File: src/rtl/wb_arb.sv
// Purpose: two-requester writeback arbiter (ALU/LSU) with a register scoreboard for hazard checks.
// Latency: ready is combinational in the request cycle; wb_rd/wb_out are registered one cycle later.
// Backpressure: the loser of a contest sees ready low and holds its request; both readys stay low in reset.
module wb_arb (
   input  logic        clk,
   input  logic        rst,
   input  logic        alu_valid,
   input  logic [4:0]  alu_rd,
   input  logic [63:0] alu_data,
   output logic        alu_ready,
   input  logic        lsu_valid,
   input  logic [4:0]  lsu_rd,
   input  logic [63:0] lsu_data,
   output logic        lsu_ready,
   input  logic        iss_valid,
   input  logic [4:0]  iss_rd,
   input  logic        flush,
   input  logic [4:0]  chk_rs1,
   input  logic [4:0]  chk_rs2,
   output logic        busy1,
   output logic        busy2,
   output logic [4:0]  wb_rd,
   output logic [63:0] wb_out,
   output logic [31:0] pending,
   output logic        dup_err
);

   // Last-grant pointer encoding: the requester NOT recorded here wins the next contest.
   localparam logic LAST_ALU = 1'b0;
   localparam logic LAST_LSU = 1'b1;

   logic        r_last;
   logic [31:0] r_pending;
   logic [4:0]  r_wb_rd;
   logic [63:0] r_wb_out;
   logic        r_dup_err;

   logic        w_contest;
   logic        w_alu_gnt;
   logic        w_lsu_gnt;
   logic        w_xfer;
   logic [4:0]  w_xfer_rd;
   logic [63:0] w_xfer_data;
   logic        w_iss_set;
   logic        w_dup;
   logic [31:0] w_pending_nxt;

   // Grant selection: uncontested requests pass straight through, contests follow the pointer.
   always_comb begin
      w_contest   = alu_valid & lsu_valid;
      w_alu_gnt   = ~rst & alu_valid & (~lsu_valid | (r_last == LAST_LSU));
      w_lsu_gnt   = ~rst & lsu_valid & (~alu_valid | (r_last == LAST_ALU));
      w_xfer      = w_alu_gnt | w_lsu_gnt;
      w_xfer_rd   = w_lsu_gnt ? lsu_rd   : alu_rd;
      w_xfer_data = w_lsu_gnt ? lsu_data : alu_data;
      w_iss_set   = iss_valid & (iss_rd != 5'd0);
      w_dup       = w_iss_set & r_pending[iss_rd];
   end

   // Scoreboard next state: clear on writeback, set wins over clear, flush wins over everything.
   always_comb begin
      w_pending_nxt = r_pending;
      if (w_xfer)
         w_pending_nxt[w_xfer_rd] = 1'b0;
      if (w_iss_set)
         w_pending_nxt[iss_rd] = 1'b1;
      if (flush)
         w_pending_nxt = '0;
      w_pending_nxt[0] = 1'b0;
   end

   // Round-robin pointer moves only when both requesters competed.
   always_ff @(posedge clk or posedge rst) begin
      if (rst)
         r_last <= LAST_LSU;
      else if (w_contest && w_xfer)
         r_last <= w_lsu_gnt ? LAST_LSU : LAST_ALU;
   end

   // Writeback register: loads the granted request, otherwise returns to idle zero.
   always_ff @(posedge clk or posedge rst) begin
      if (rst) begin
         r_wb_rd  <= 5'd0;
         r_wb_out <= 64'd0;
      end else if (w_xfer) begin
         r_wb_rd  <= w_xfer_rd;
         r_wb_out <= w_xfer_data;
      end else begin
         r_wb_rd  <= 5'd0;
         r_wb_out <= 64'd0;
      end
   end

   // Scoreboard and duplicate-issue pulse.
   always_ff @(posedge clk or posedge rst) begin
      if (rst) begin
         r_pending <= '0;
         r_dup_err <= 1'b0;
      end else begin
         r_pending <= w_pending_nxt;
         r_dup_err <= w_dup;
      end
   end

   assign alu_ready = w_alu_gnt;
   assign lsu_ready = w_lsu_gnt;
   assign wb_rd     = r_wb_rd;
   assign wb_out    = r_wb_out;
   assign pending   = r_pending;
   assign dup_err   = r_dup_err;
   // Same-edge clear means the checked register reads not-busy while the bypass holds it.
   assign busy1     = r_pending[chk_rs1];
   assign busy2     = r_pending[chk_rs2];

endmodule
File: config.mk
export PLATFORM = sky130hd
export DESIGN_NAME = wb_arb
export DESIGN_NICKNAME = d
export VERILOG_FILES = /design/src/rtl/wb_arb.sv
export SDC_FILE = /design/constraint.sdc
export NUM_CORES = 1
export LEC_CHECK = 0
export ABC_AREA = 1
export BUFFER_PORTS_ARGS = -buffer_cell sky130_fd_sc_hd__buf_2
export CORE_ASPECT_RATIO = 1.5
export CORE_MARGIN = 2
export CORE_UTILIZATION = 47
export CTS_CLUSTER_SIZE = 14
export DETAILED_ROUTE_END_ITERATION = 6
export GPL_TIMING_DRIVEN = 0
export PLACE_DENSITY = 0.82
export SYNTH_ARGS = -nofsm -noshare
export SYNTH_HDL_FRONTEND = slang
export SYNTH_SLANG_ARGS = --single-unit
File: constraint.sdc
create_clock -name clk -period 4.6 [get_ports clk]
set_clock_uncertainty 0.15 [all_clocks]
set_input_delay 0.46 -clock clk [delete_from_list [all_inputs] [get_ports clk]]
set_output_delay 0.46 -clock clk [all_outputs]
set_load 0.01 [all_outputs]
; ---- After elaboration in Yosys (flattened, before gate mapping)
; Index checks and enable logic that the tools add are counted.
[totals]
register_bits = 102
out_inout_bits = 106
[classes]
n_reduce_logical = 4
muxes = 18
bitwise = 17
n_lt_le_gt_ge = 6
[op_table]
columns = op, count
row1 = 2-to-1 mux 64 bit, 2
row2 = 2-to-1 mux 32 bit, 3
row3 = AND 32 bit, 1
row4 = inverter 32 bit, 1
row5 = OR 32 bit, 1
row6 = < comparator 5 x 6 -> 1 bit (second input constant), 4
row7 = binary-select mux 1 bit (select 5 bit), 3
row8 = demux 1 bit (select 5 bit), 2
row9 = greater-or-equal comparator 5 x 1 -> 1 bit (second input constant), 2
row10 = 2-to-1 mux 5 bit, 2
row11 = AND 1 bit, 7
row12 = 2-to-1 mux 1 bit, 6
row13 = nonzero test 5 bit, 1
row14 = inverter 1 bit, 4
row15 = logical AND 1 bit, 3
row16 = OR 1 bit, 3

; ---- Longest topological paths before layout
[logic_depth]
ltp_word = 14
mapped_depth = 10
ltp_nobuf = 9

; ---- Worst setup path after synthesis
; Ideal clock, no wire load.
[synth_timing]
kind = input port to flip-flop
startpoint = input port rst
endpoint = register r_pending[25] (netlist: pending[25])
cell_stages = 9
n_path_buf = 1
required_ps = 4314
t_arrival_ps = 3650
slack_ps = 664
path_cell_list = inv_1 nand3_4 buf_6 nand2_1 nand3_1 nor2_2 nand2_1 nand2_1 a21oi_1
[synth_via]
elab_chain_cells = 14
[synth_lines]
columns = item, line_no
row1 = "start, declared", 6  ; input logic rst,
row2 = inverter 1 bit (*), "51, 52"
row3 = AND 1 bit (2 in a row), 52  ; w_lsu_gnt = ~rst & lsu_valid & (~alu_valid | (r_last == LAST_ALU));
row4 = 2-to-1 mux 5 bit, 54  ; w_xfer_rd = w_lsu_gnt ? lsu_rd : alu_rd;
row5 = < comparator 5 x 6 -> 1 bit (implied by the code) or greater-or-equal comparator 5 x 1 -> 1 bit (tied branches), 64  ; w_pending_nxt[w_xfer_rd] = 1'b0;
row6 = logical AND 1 bit (implied by the code), 64
row7 = 2-to-1 mux 1 bit (implied by the code), 64
row8 = demux 1 bit (select 5 bit), 64
row9 = inverter 32 bit (no source line), -
row10 = AND 32 bit (no source line), -
row11 = 2-to-1 mux 32 bit (*), 63  ; if (w_xfer)
row12 = OR 32 bit (no source line), -
row13 = 2-to-1 mux 32 bit (*), 65  ; if (w_iss_set)
row14 = 2-to-1 mux 32 bit (*), 67  ; if (flush)
row15 = via w_pending_nxt[25], 46  ; logic [31:0] w_pending_nxt;
row16 = "end signal, assigned", 100  ; r_pending <= w_pending_nxt;
row17 = "end, declared", 33  ; logic [31:0] r_pending;
; Mark *: on every way through the listed nets, which the timed path passes. The rest lies on a longest branch.
; A chain may end at the register's enable or synchronous reset.

; ---- Worst setup path in the final report
[layout_timing]
startpoint = input port rst
endpoint = output port lsu_ready
[layout_via]
elab_chain_cells = 3
[layout_lines]
columns = item, line_no
row1 = inverter 1 bit, 52
row2 = AND 1 bit (2 in a row), 52
row3 = "end, declared", 14  ; output logic lsu_ready,
; Every way passes these cells.

==> run summary <==
Worst hold path class: input port to async pin
Post-DP HPWL: 15900 microns
Vias: 6136
Post-CTS Setup Bufs: 0
Final instance area: 7220 sq um
Reg2reg start: r_last
CP Capture Type: output port
PortBufs: 260
CP Max Fanout: 70
Max-slew headroom: 33.2%
Critical Path End: lsu_ready
WP data arrival: 2.07 ns
Detailed Route Iter0 Violations: 429
Initial Utilization: 48.5%
VDD IR max: 0.280 mV
Final setup viols: 0
CP startpoint: rst
Avg WL per Cell: 16.8 microns
CP Launch Type: input port
Crit path required time: 3.99 ns
Placed Instance Area: 6910 sq um
CTS tree: yes
Setup TNS: 0 ns
Final Max Tran Viols: 0
CP max stage delay: 0.37 ns
Floorplan core area: 11100 sq um
Crit path kind: input port to output port
Commonest non-fill, non-tap cells in the layout: nand2_1 (371), buf_2 (275), a21oi_1 (102)
Crit-path cells: buf_2, inv_4, buf_16, nand3_4, inv_1, buf_2, buf_2
Crit path buf inv count: 6
Yosys reg bits: 102
Post_cts resized: 0
Netlist cell types: 27
Layout cells sized above 1: 30.9%
I/O pins: 265
Leakage: 0.00396 uW
Clk root buf: clkbuf_16
Layout area overhead: 33.9%
Sequential fraction of the synthesis area: 47.4%
Final hold vios: 0
Synth Cell Area: 5390 sq um
Max frequency: 374 MHz
R2r setup slk: 2.50 ns
Hold WS: 0.0140 ns
Overall Global Routing Usage: 32.4%
Critical Path Stages: 7
DR vias/cell: 5.19
Clock transition time at the flip-flop clock pins of the worst setup and hold paths: 0.07 ns
Setup WS post-layout: 1.92 ns
# diodes: 0
Nets: 1190
RR Endpoint: pending[30]
Crit path max-delay family: buffers and inverters
Period Utilization, post-route: 58.2%
YS warnings: 0
Routing usage on met2: 58.6%
Pwr dens: 297 nW/um^2
CTS H-tree depth: 3
Post-CTS Hold Buffers: 0
Detailed Route WL: 19900 microns
1st-pass router iterations: 6
DRC Markers: 0
Num CTS Buffers: 9
GRT overflow: 0
Pre-CTS setup slack: 1.83 ns
RSZ-0062 raised after global routing: no
Max Buffers Root-to-Sink: 2
Most used cell, CP: buf_2
First-pass GRT wire length: 31000 microns
Clock sinks: 102
Met1 GRT Util: 34.7%
Met3 usage: 6.90%
Die ar.: 12400 sq um
Largest net degree at the start of global routing: 71
Commonest non-fill, non-tap cell in the layout: nand2_1
Die height: 135 microns
Average cell area after synthesis: 7.10 sq um
R2r worst-path depth: 10
Measured slew at the worst slew-check pin: 0.994 ns
Num rows: 47
Top Usage Layer GRT: met2
Gpl congestion: 1.01
Status: complete, no violations
Final ANT Viol Nets: 0
Min Clock Period, post-route: 2.68 ns
Syn_nets: 918
Die width: 91.5 microns
Syn Inst Count: 759
Initial antenna violation count: 1
Max_cap viols: 0
Slowest CP cell: buf_16
Vias in the first global route: 6196
Clk_lat worst skew: 0.34 ns
==> power by group <==
| part | switching (uW) | total, uW | internal [uW] |
|---|---|---|---|
| registers | 17.7 | 958 | 940 |
| logic | 255 | 402 | 147 |
| clock network | 330 | 783 | 454 |
==> cells in the mapped netlist, drive strengths merged <==
library cell / n / area, sq um
nand2: 372 / 1400
a21oi: 102 / 510
dfrtp: 101 / 2530
nand3: 58 / 308
inv: 37 / 139
nor2: 24 / 125
buf: 22 / 131
clkbuf: 12 / 45.0
o21ai: 12 / 75.1
nor3: 8 / 45.0
o211ai: 4 / 30.0
clkinv: 3 / 11.3
a211oi: 1 / 7.51
conb: 1 / 3.75
dfstp: 1 / 26.3
nand3b: 1 / 7.51
==> worst min-delay path by stage <==
stage	from	to	slack (ns)	cells after the start
after global routing	rst	wb_out[16]	0.04	2
final	rst	wb_out[59]	0.01	2
after CTS	rst	wb_out[13]	0.02	2
after floorplan	r_last	r_last	0.35	2
after detailed placement	rst	wb_out[59]	0.38	2
after global placement	r_last	r_last	0.37	2
==> cell type report <==
class / instances / area (sq um)
Fill cell: 1040 / 3900
Sequential cell: 102 / 2550
Multi-Input combinational cell: 583 / 2510
Timing Repair Buffer: 261 / 1330
Clock buffer: 12 / 256
Tap cell: 147 / 184
Buffer: 34 / 176
Inverter: 40 / 153
Clock inverter: 4 / 53.8
==> metal layers <==
| metal | vias up | wire length (microns) |
|---|---|---|
| met4 | 2 | 1060 |
| met5 | - | 13 |
| met3 | 77 | 1610 |
| li1 | 2957 | - |
| met1 | 2765 | 6790 |
| met2 | 335 | 10400 |
==> worst register-to-register path: cells and delay by family, from the launching register on <==
kind | cells | cell delay, ns
AND/OR/NAND/NOR | 8 | 1.06
flip-flops | 1 | 0.56
buffers and inverters | 1 | 0.15
AO/OA/AOI/OAI | 1 | 0.06
==> per-stage QoR <==
step	power [uW]	instances	utilization (%)
floorplan	1180	759	-
CTS	2150	1183	64.9
finish	2140	1183	64.9
global placement	1360	1166	61.9
detailed placement	1370	1167	62.1
global route	2240	1183	64.9
==> state kept, by name (all words and copies together) (netlist names) <==
register / count
wb_out: 64
r_last: 1
dup_err: 1
pending: 31
wb_rd: 5
==> cells by family (layout without fill, tap and decap cells) <==
| family | Yosys count | count (layout) | share of synthesized area, % |
|---|---|---|---|
| simple gates | 463 | 463 | 35.0 |
| other cells | 1 | 1 | 0.0696 |
| compound gates | 119 | 119 | 11.6 |
| buf+inv | 74 | 351 | 6.06 |
| flops | 102 | 102 | 47.4 |
Power figures use the tool's default switching activity.
